$ cat src/rtl/seq_input_pkg.sv
// Shared types and constants for the sequence-detector input conditioner.
//
// Contents:
//   db_state_t            - debounce FSM state (2-bit encoding)
//   dbg_state_t           - both debounce FSM states, for the debug port
//   DEBOUNCE_CYCLES_BOARD - stable-sample count for board builds
//   DEBOUNCE_CYCLES_SIM   - stable-sample count for simulation
package seq_input_pkg;

  typedef enum logic [1:0] {
    LOW       = 2'd0,
    RISE_WAIT = 2'd1,
    HIGH      = 2'd2,
    FALL_WAIT = 2'd3
  } db_state_t;

  typedef struct packed {
    db_state_t sw;
    db_state_t btn;
  } dbg_state_t;

  localparam int DEBOUNCE_CYCLES_BOARD = 200000;
  localparam int DEBOUNCE_CYCLES_SIM   = 4;

endpackage

$ cat src/rtl/debounce_filter.sv
// Two-flop synchronizer followed by a 4-state debounce FSM.
//
// The debounced level changes only after DEBOUNCE_CYCLES consecutive
// synchronized samples at the new level; any opposite sample restarts the
// wait from the old stable state.
//
// Ports:
//   clk       - system clock
//   rst_n     - asynchronous active-low reset
//   raw       - asynchronous raw input
//   level     - registered debounced level (1 in HIGH and FALL_WAIT)
//   state_dbg - current FSM state, for observation
module debounce_filter
  import seq_input_pkg::*;
#(
  parameter int DEBOUNCE_CYCLES = DEBOUNCE_CYCLES_BOARD,
  parameter int CNT_W           = $clog2(DEBOUNCE_CYCLES) + 1
) (
  input  logic      clk,
  input  logic      rst_n,
  input  logic      raw,
  output logic      level,
  output db_state_t state_dbg
);

  // The first changed sample loads count 1, so the state flips on the edge
  // where the count would reach DEBOUNCE_CYCLES, i.e. when it holds
  // DEBOUNCE_CYCLES-1.
  localparam logic [CNT_W-1:0] TERM = CNT_W'(DEBOUNCE_CYCLES - 1);
  localparam logic [CNT_W-1:0] ONE  = CNT_W'(1);

  logic [1:0]       sync_q;
  logic             synced;
  logic [CNT_W-1:0] cnt;
  db_state_t        state;

  assign synced    = sync_q[1];
  assign state_dbg = state;

  always_ff @(posedge clk or negedge rst_n) begin
    if (!rst_n) begin
      sync_q <= 2'b00;
    end else begin
      sync_q <= {sync_q[0], raw};
    end
  end

  // level is updated together with the state so that it always equals
  // (state == HIGH || state == FALL_WAIT) without a decode after the flops.
  always_ff @(posedge clk or negedge rst_n) begin
    if (!rst_n) begin
      state <= LOW;
      cnt   <= '0;
      level <= 1'b0;
    end else begin
      case (state)
        LOW: begin
          if (synced) begin
            state <= RISE_WAIT;
            cnt   <= ONE;
          end
        end
        RISE_WAIT: begin
          if (!synced) begin
            state <= LOW;
            cnt   <= '0;
          end else if (cnt == TERM) begin
            state <= HIGH;
            cnt   <= '0;
            level <= 1'b1;
          end else begin
            cnt <= cnt + ONE;
          end
        end
        HIGH: begin
          if (!synced) begin
            state <= FALL_WAIT;
            cnt   <= ONE;
          end
        end
        FALL_WAIT: begin
          if (synced) begin
            state <= HIGH;
            cnt   <= '0;
          end else if (cnt == TERM) begin
            state <= LOW;
            cnt   <= '0;
            level <= 1'b0;
          end else begin
            cnt <= cnt + ONE;
          end
        end
        default: begin
          state <= LOW;
          cnt   <= '0;
          level <= 1'b0;
        end
      endcase
    end
  end

endmodule

$ cat src/rtl/seq_bit_input.sv
// Front-end for the sequence detector: debounces a data switch and a step
// button, and on each clean press offers one bit (the debounced switch
// level) to the detector through a one-entry buffer.
//
// Handshake: x_o is offered while x_valid_o is 1 and is taken on any clock
// edge where x_valid_o && x_ready_i. While x_valid_o is 1 and x_ready_i is
// 0, x_o and x_valid_o hold; x_valid_o only drops after a transfer.
//
// Ports:
//   clk, rst_n  - clock, asynchronous active-low reset
//   sw_i        - raw data switch
//   btn_i       - raw step button, active-high
//   x_o         - bit offered to the detector
//   x_valid_o   - x_o is valid
//   x_ready_i   - detector accepts x_o
//   overflow_o  - sticky: a press arrived while the buffer was full
//   clr_ovf_i   - synchronous clear of overflow_o
//   db_sw_o     - debounced switch level
//   db_btn_o    - debounced button level
//   dbg_state   - debounce FSM states of both inputs
module seq_bit_input
  import seq_input_pkg::*;
#(
  parameter int DEBOUNCE_CYCLES = DEBOUNCE_CYCLES_BOARD,
  parameter int CNT_W           = $clog2(DEBOUNCE_CYCLES) + 1
) (
  input  logic       clk,
  input  logic       rst_n,
  input  logic       sw_i,
  input  logic       btn_i,
  output logic       x_o,
  output logic       x_valid_o,
  input  logic       x_ready_i,
  output logic       overflow_o,
  input  logic       clr_ovf_i,
  output logic       db_sw_o,
  output logic       db_btn_o,
  output dbg_state_t dbg_state
);

  logic db_btn_q;
  logic press;
  logic xfer;
  logic accept;
  logic drop;

  debounce_filter #(
    .DEBOUNCE_CYCLES(DEBOUNCE_CYCLES),
    .CNT_W          (CNT_W)
  ) u_sw_db (
    .clk      (clk),
    .rst_n    (rst_n),
    .raw      (sw_i),
    .level    (db_sw_o),
    .state_dbg(dbg_state.sw)
  );

  debounce_filter #(
    .DEBOUNCE_CYCLES(DEBOUNCE_CYCLES),
    .CNT_W          (CNT_W)
  ) u_btn_db (
    .clk      (clk),
    .rst_n    (rst_n),
    .raw      (btn_i),
    .level    (db_btn_o),
    .state_dbg(dbg_state.btn)
  );

  // One-cycle press pulse on the debounced rising edge; releases are ignored.
  assign press  = db_btn_o & ~db_btn_q;
  assign xfer   = x_valid_o & x_ready_i;
  // A buffer being drained this cycle counts as free, so back-to-back
  // press and transfer never loses a bit.
  assign accept = press & (~x_valid_o | x_ready_i);
  assign drop   = press & ~accept;

  always_ff @(posedge clk or negedge rst_n) begin
    if (!rst_n) begin
      db_btn_q   <= 1'b0;
      x_o        <= 1'b0;
      x_valid_o  <= 1'b0;
      overflow_o <= 1'b0;
    end else begin
      db_btn_q <= db_btn_o;

      if (accept) begin
        x_o       <= db_sw_o;
        x_valid_o <= 1'b1;
      end else if (xfer) begin
        x_valid_o <= 1'b0;
      end

      // A drop in the same cycle as a clear leaves the flag set.
      if (drop) begin
        overflow_o <= 1'b1;
      end else if (clr_ovf_i) begin
        overflow_o <= 1'b0;
      end
    end
  end

endmodule

$ cat config.mk
export PLATFORM = sky130hd
export DESIGN_NAME = seq_bit_input
export DESIGN_NICKNAME = d
export VERILOG_FILES = /design/src/rtl/seq_input_pkg.sv /design/src/rtl/debounce_filter.sv /design/src/rtl/seq_bit_input.sv
export SDC_FILE = /design/constraint.sdc
export NUM_CORES = 1
export LEC_CHECK = 0
export BUFFER_PORTS_ARGS = -buffer_cell sky130_fd_sc_hd__buf_2
export CORE_MARGIN = 1.5
export CORE_UTILIZATION = 55
export DETAILED_ROUTE_END_ITERATION = 16
export GPL_ROUTABILITY_DRIVEN = 1
export PLACE_DENSITY = 0.84
export SYNTH_ARGS = -nofsm -noshare
export SYNTH_HDL_FRONTEND = slang
export SYNTH_SLANG_ARGS = --single-unit
$ cat constraint.sdc
create_clock -name clk -period 2.7 [get_ports clk]
set_input_delay 0.405 -clock clk [delete_from_list [all_inputs] [get_ports clk]]
set_output_delay 0.405 -clock clk [all_outputs]
set_load 0.05 [all_outputs]
# --- Word-level counts from Yosys, hierarchy flattened ---
# Cells that the tools add are included.
# W data, S select, Z words.
op_classes:
  n_addsub: 2
  mul: 0
  div_mod_pow: 0
  order_cmp: 0
  eq_ne: 24
  shifts: 0
  n_mux: 40
  n_bitwise: 8
  reduce_logical: 12
op_table:
  columns: ["op", "n"]
  rows:
  - ["$mux W19", 10]
  - ["$pmux W19 S4", 2]
  - ["$add A19 B1 Y19 const B", 2]
  - ["$eq A19 B18 Y1 const B", 2]
  - ["$mux W2", 12]
  - ["$ne A2 B1 Y1 const B", 8]
  - ["$pmux W2 S4", 2]
  - ["$mux W1", 12]
  - ["$reduce_and A5 Y1", 2]
  - ["$eq A2 B2 Y1 const B", 4]
  - ["$ne A2 B2 Y1 const B", 4]
  - ["$reduce_and A4 Y1", 2]
  - ["$reduce_bool A2 Y1", 4]
  - ["$ne A3 B1 Y1 const B", 2]
  - ["$ne A3 B3 Y1 const B", 2]
  - ["$and A1 B1 Y1", 4]
  - ["$eq A2 B1 Y1 const B", 2]
  - ["$logic_not A2 Y1", 2]
  - ["$pmux W1 S2", 2]
  - ["$reduce_and A2 Y1", 2]
  - ["$not A1 Y1", 3]
  - ["$or A1 B1 Y1", 1]
word_totals:
  register_bits: 52
  latchBits: 0
  mem_bits_rw: 0
  romBits: 0
  inputBits: 6
  out_inout_bits: 9
  word_cells: 98
  n_memories: 0

# --- Longest topological paths before layout ---
depth:
  depth_word: 6
  mapped_depth: 8
  ltp_nobuf: 6

# --- Cells and area by module ---
# A second synthesis with hierarchy kept.
hier_totals:
  hier_cells: 288
  hier_area_um2: 2756.4
by_module_without_submodules:
  columns: ["mod", "instances", "cells_each", "area_per_inst_um2", "seq_area_each_um2"]
  rows:
  - ["debounce_filter (u_sw_db)", 1, 142, 1313.8, 600.6]
  - ["debounce_filter (u_btn_db)", 1, 135, 1280.0, 600.6]
  - ["seq_bit_input", 1, 11, 162.7, 100.1]

# --- Worst setup path before layout ---
# OpenSTA, ideal clock, no wires.
synth_timing:
  path_type: "register to register"
  start: "register with a tool-made name"
  end: "register u_sw_db.cnt[15]"
  setup_ns: 0.069
  arrival_ns: 1.732
  required_time_ns: 2.631
  slack_ns: 0.899
  stages_incl_launch_ff: 6
  n_path_buf: 0
  synth_period_minus_slack_ns: 1.801
  path_cell_list: "dfrtp_1 -> xor2_2 -> nand2_4 -> a21o_4 -> or3_1 -> nand3_1"
synth_rtl:
  columns: ["element", "line", "rtl"]
  rows:
  - ["end signal: assignment", "debounce_filter.sv:72", "cnt <= cnt + ONE;"]
  - ["end signal: assignment", "debounce_filter.sv:90", "cnt <= cnt + ONE;"]
  - ["end: declaration", "debounce_filter.sv:34", "logic [CNT_W-1:0] cnt;"]

# --- Worst setup path after layout ---
layout_timing:
  start: "register u_btn_db.cnt[0]"
  end: "register u_btn_db.cnt[7]"
layout_between:
  elab_chain_len: 4
  elab_cells_between_ends: 6
  cone_classes: "add/sub: 1; eq/ne: 1; mux: 4"
layout_rtl:
  columns: ["element", "line", "rtl"]
  rows:
  - ["start: declaration", "debounce_filter.sv:34", null]
  - ["start signal: assignment", "debounce_filter.sv:72", null]
  - ["start signal: assignment", "debounce_filter.sv:90", null]
  - ["$add A19 B1 Y19 / $eq A19 B18 Y1 (equally long branches)", null, null]
  - ["$mux W19 (*)", "debounce_filter.sv:67, debounce_filter.sv:85", null]
  - ["$mux W19 (on tied branches)", "debounce_filter.sv:82, debounce_filter.sv:64", null]
  - ["$pmux W19 S4 (*)", "debounce_filter.sv:56", "case (state)"]
# Every way passes the cells marked *; elsewhere a longest branch is shown, timed or not.
# A chain may end at the register's enable or synchronous reset.

==> results.txt <==
Final Hold Violating Endpoints = 0
count of max-cap constraint violations = 0
final critical-path required period = 1.94 ns
root buf cell = sky130_fd_sc_hd__clkbuf_8
VDD IR max = 0.320 mV
warning count from the yosys run = 0
total congestion overflow after global routing = 0
post-synth net total = 306
gpl congestion = 0.828
number of vias in the routed layout = 2311
Setup Buffers After CTS = 0
number of enable flip-flop cells after synthesis = 0
Resize count post-CTS = 0
distinct cell type count of the synthesized netlist = 61
number of input and output port buffers inserted = 14
Die X-Extent = 74.8 um
category of the worst setup path capture point = flip-flop
Data required, critical path = 2.91 ns
cells traversed along the worst timing path = ha_1, and4_1, nand4_1, o21ai_2, o21ai_0, a22o_1
startpoint type of the worst setup path = flip-flop
commonest non-fill, non-tap cell in the layout = sky130_fd_sc_hd__dfrtp_1
Core Box Area = 4850 um^2
Starting Density = 58.4%
wire length per cell = 15.0 um
total die area = 5590 um^2
Final Worst Setup Slack = 0.756 ns
delay of the slowest critical-path stage = 0.42 ns
layout overhead on the synthesized area = 7.46%
clock buffers created by TritonCTS = 5
part of the cycle the worst path needs = 72.0%
remaining design rule violation count = 0
power density normalized to cell area = 454 nW/um^2
routed wire length = 5.69 mm
number of clock sinks seen by CTS = 52
insertion delay to the later sink of the worst-skew pair = 0.31 ns
accumulated negative setup slack = 0 ns
relative slew slack = 42.2%
NumNets Final = 319
share of the synthesized area in the top cell type = 45.9%
unrepaired setup endpoints after global routing = false
number of diodes = 0
HPWL after detailed placement = 3.91 mm
clock skew = 0.00632 ns
Cells after Synth = 298
cell taking the most area after synthesis = sky130_fd_sc_hd__dfrtp_1
DRC violation total after the first TritonRoute iteration = 263
Tightest Hold Check Type = in2async
count of standard-cell rows = 25
top_reg_cell synth = sky130_fd_sc_hd__dfrtp_1
data arrival time at the worst-slack endpoint = 2.16 ns
FFs w/ async S/R, synth = 100%
pin count of the biggest net entering global routing = 53
outcome = finished clean
syn_area_per_cell = 9.51 um^2
quantity of hold-fixing buffers added after cts = 0
total global-route track usage = 23.1%
Synth area leaders = sky130_fd_sc_hd__dfrtp_1 46%, sky130_fd_sc_hd__nand3_1 6.0%, sky130_fd_sc_hd__nand2_1 4.5%
max-slew violation total from the final report = 0
final-layout fill cell count = 383
vias per cell = 6.10
share of post-route cells with drive strength above 1 = 15.1%
worst-path fanout max = 10
leakage power total = 0.00130 uW
highest-count cells in the layout ignoring fill and taps = 52 x sky130_fd_sc_hd__dfrtp_1, 34 x sky130_fd_sc_hd__nand3_1, 34 x sky130_fd_sc_hd__nand2_1, 19 x sky130_fd_sc_hd__o21ai_0
final count of negative-setup-slack endpoints = 0
number of global-route vias before repair = 2200
H-Tree Level Count = 2
Max Freq = 514 MHz
cell with the biggest individual delay on the critical path = sky130_fd_sc_hd__dfrtp_1
post-route ant nets = 0
clock transition at the register clock pins on the worst setup and hold paths after CTS = 0.10 ns
post-place setup slack = 0.815 ns
CTS tree = built
type of the worst setup path = reg2reg
transition time at the pin with the least slew margin = 0.863 ns
vertical extent of the die = 74.8 um
number of antenna violations at the first check in global routing = 0
wire length of the first global-routing pass = 9.89 mm
post-synthesis register bit count = 52
part of the Yosys area used for sequential elements = 45.9%
top-level I/O count = 15
Post-Synthesis Cell Area = 2830 um^2
length of the first detailed-routing pass in iterations = 4
maximum number of buffers from clock root to sink = 2
## final timing paths
kind	start	end	slack, ns	depth (start not counted)
setup / recovery	u_btn_db.cnt[0]	u_btn_db.cnt[7]	0.76	6
hold / removal	rst_n	overflow_o	0.06	2
setup reg to reg	u_btn_db.cnt[0]	u_btn_db.cnt[7]	0.76	6
hold reg to reg	u_btn_db.sync_q[0]	u_btn_db.sync_q[1]	0.37	0
max in group asynchronous	rst_n	x_valid_o	2.41	2
min in group clk	btn_i	u_btn_db.sync_q[0]	0.19	1
## worst max-delay path, delay by kind of cell, from the launching register on
family | cells | cell delay (ns)
compound gates | 3 | 0.75
simple gates | 2 | 0.44
flops | 1 | 0.42
fa+ha+maj | 1 | 0.23
## routing by layer
| layer | track usage, % | vias up | wire (um) | share of wire, % |
|---|---|---|---|---|
| li1 | - | 1124 | - | - |
| met1 | 29.8 | 1140 | 2590 | 46 |
| met2 | 38.0 | 39 | 2860 | 50 |
| met3 | 5.35 | 8 | 178 | 3.1 |
| met4 | 9.29 | 0 | 60 | 1.1 |
| met5 | 0 | - | 0 | 0 |
## synth_stat cells, drive strengths merged, types with 5 or more instances
master and number:
nor2 14, nand4 12, a31oi 5, nand2 36, dfrtp 52, a21o 5, and4 5, and2 6
a22o 6, inv 11, o21ai 20, nor3 10, nand3 35, a21oi 15, or3 11, buf 6
## logic make-up (layout without fill, tap and decap cells)
group | after synthesis | count (layout) | synth area share, %
xor gates and xnor gates | 4 | 4 | 1.77
muxes | 3 | 3 | 1.19
DFF | 52 | 52 | 45.9
buffers and inverters | 21 | 35 | 3.71
adders and majority gates | 2 | 2 | 0.883
AOI/OAI and AO/OA | 67 | 67 | 16.3
and+or+nand+nor | 149 | 149 | 30.2
## power breakdown
| part | internal, uW | switching (uW) |
|---|---|---|
| Combinational | 34.7 | 68.4 |
| Sequential | 793 | 18.7 |
| Clock | 189 | 277 |
| Total | 1020 | 364 |
## flip-flops by register name, summed over array words and instances (netlist names), named ones only
register / cells
u_sw_db.state_dbg: 1
overflow_o: 1
u_btn_db.cnt: 19
db_btn_q: 1
u_sw_db.sync_q: 2
x_valid_o: 1
u_btn_db.sync_q: 2
u_btn_db.state_dbg: 1
x_o: 1
u_sw_db.cnt: 19
u_btn_db.level: 1
u_sw_db.level: 1
## through the flow
| stage | hold WS, ns | std cells | area (um^2) | power (uW) | util (%) |
|---|---|---|---|---|---|
| floorplan | 0.109 | 298 | 2830 | 889 | - |
| global placement | 0.339 | 371 | 2950 | 927 | 60.9 |
| detailed placement | 0.345 | 371 | 2950 | 930 | 60.9 |
| CTS | 0.0669 | 379 | 3040 | 1400 | 62.8 |
| global route | 0.0681 | 379 | 3040 | 1450 | 62.8 |
| finish | 0.0650 | 379 | 3040 | 1380 | 62.8 |
## layout make-up
class	count	area (um^2)	share of cell area, %
flip-flops and latches	52	1300	42.7
clock buffers	5	68.8	2.26
well taps	67	83.8	2.75
multi-input cells	225	1430	46.9
clock inverters	3	25.0	0.822
repair buffers	16	97.6	3.21
inverters	11	41.3	1.36
Power figures use the tool's default switching activity.
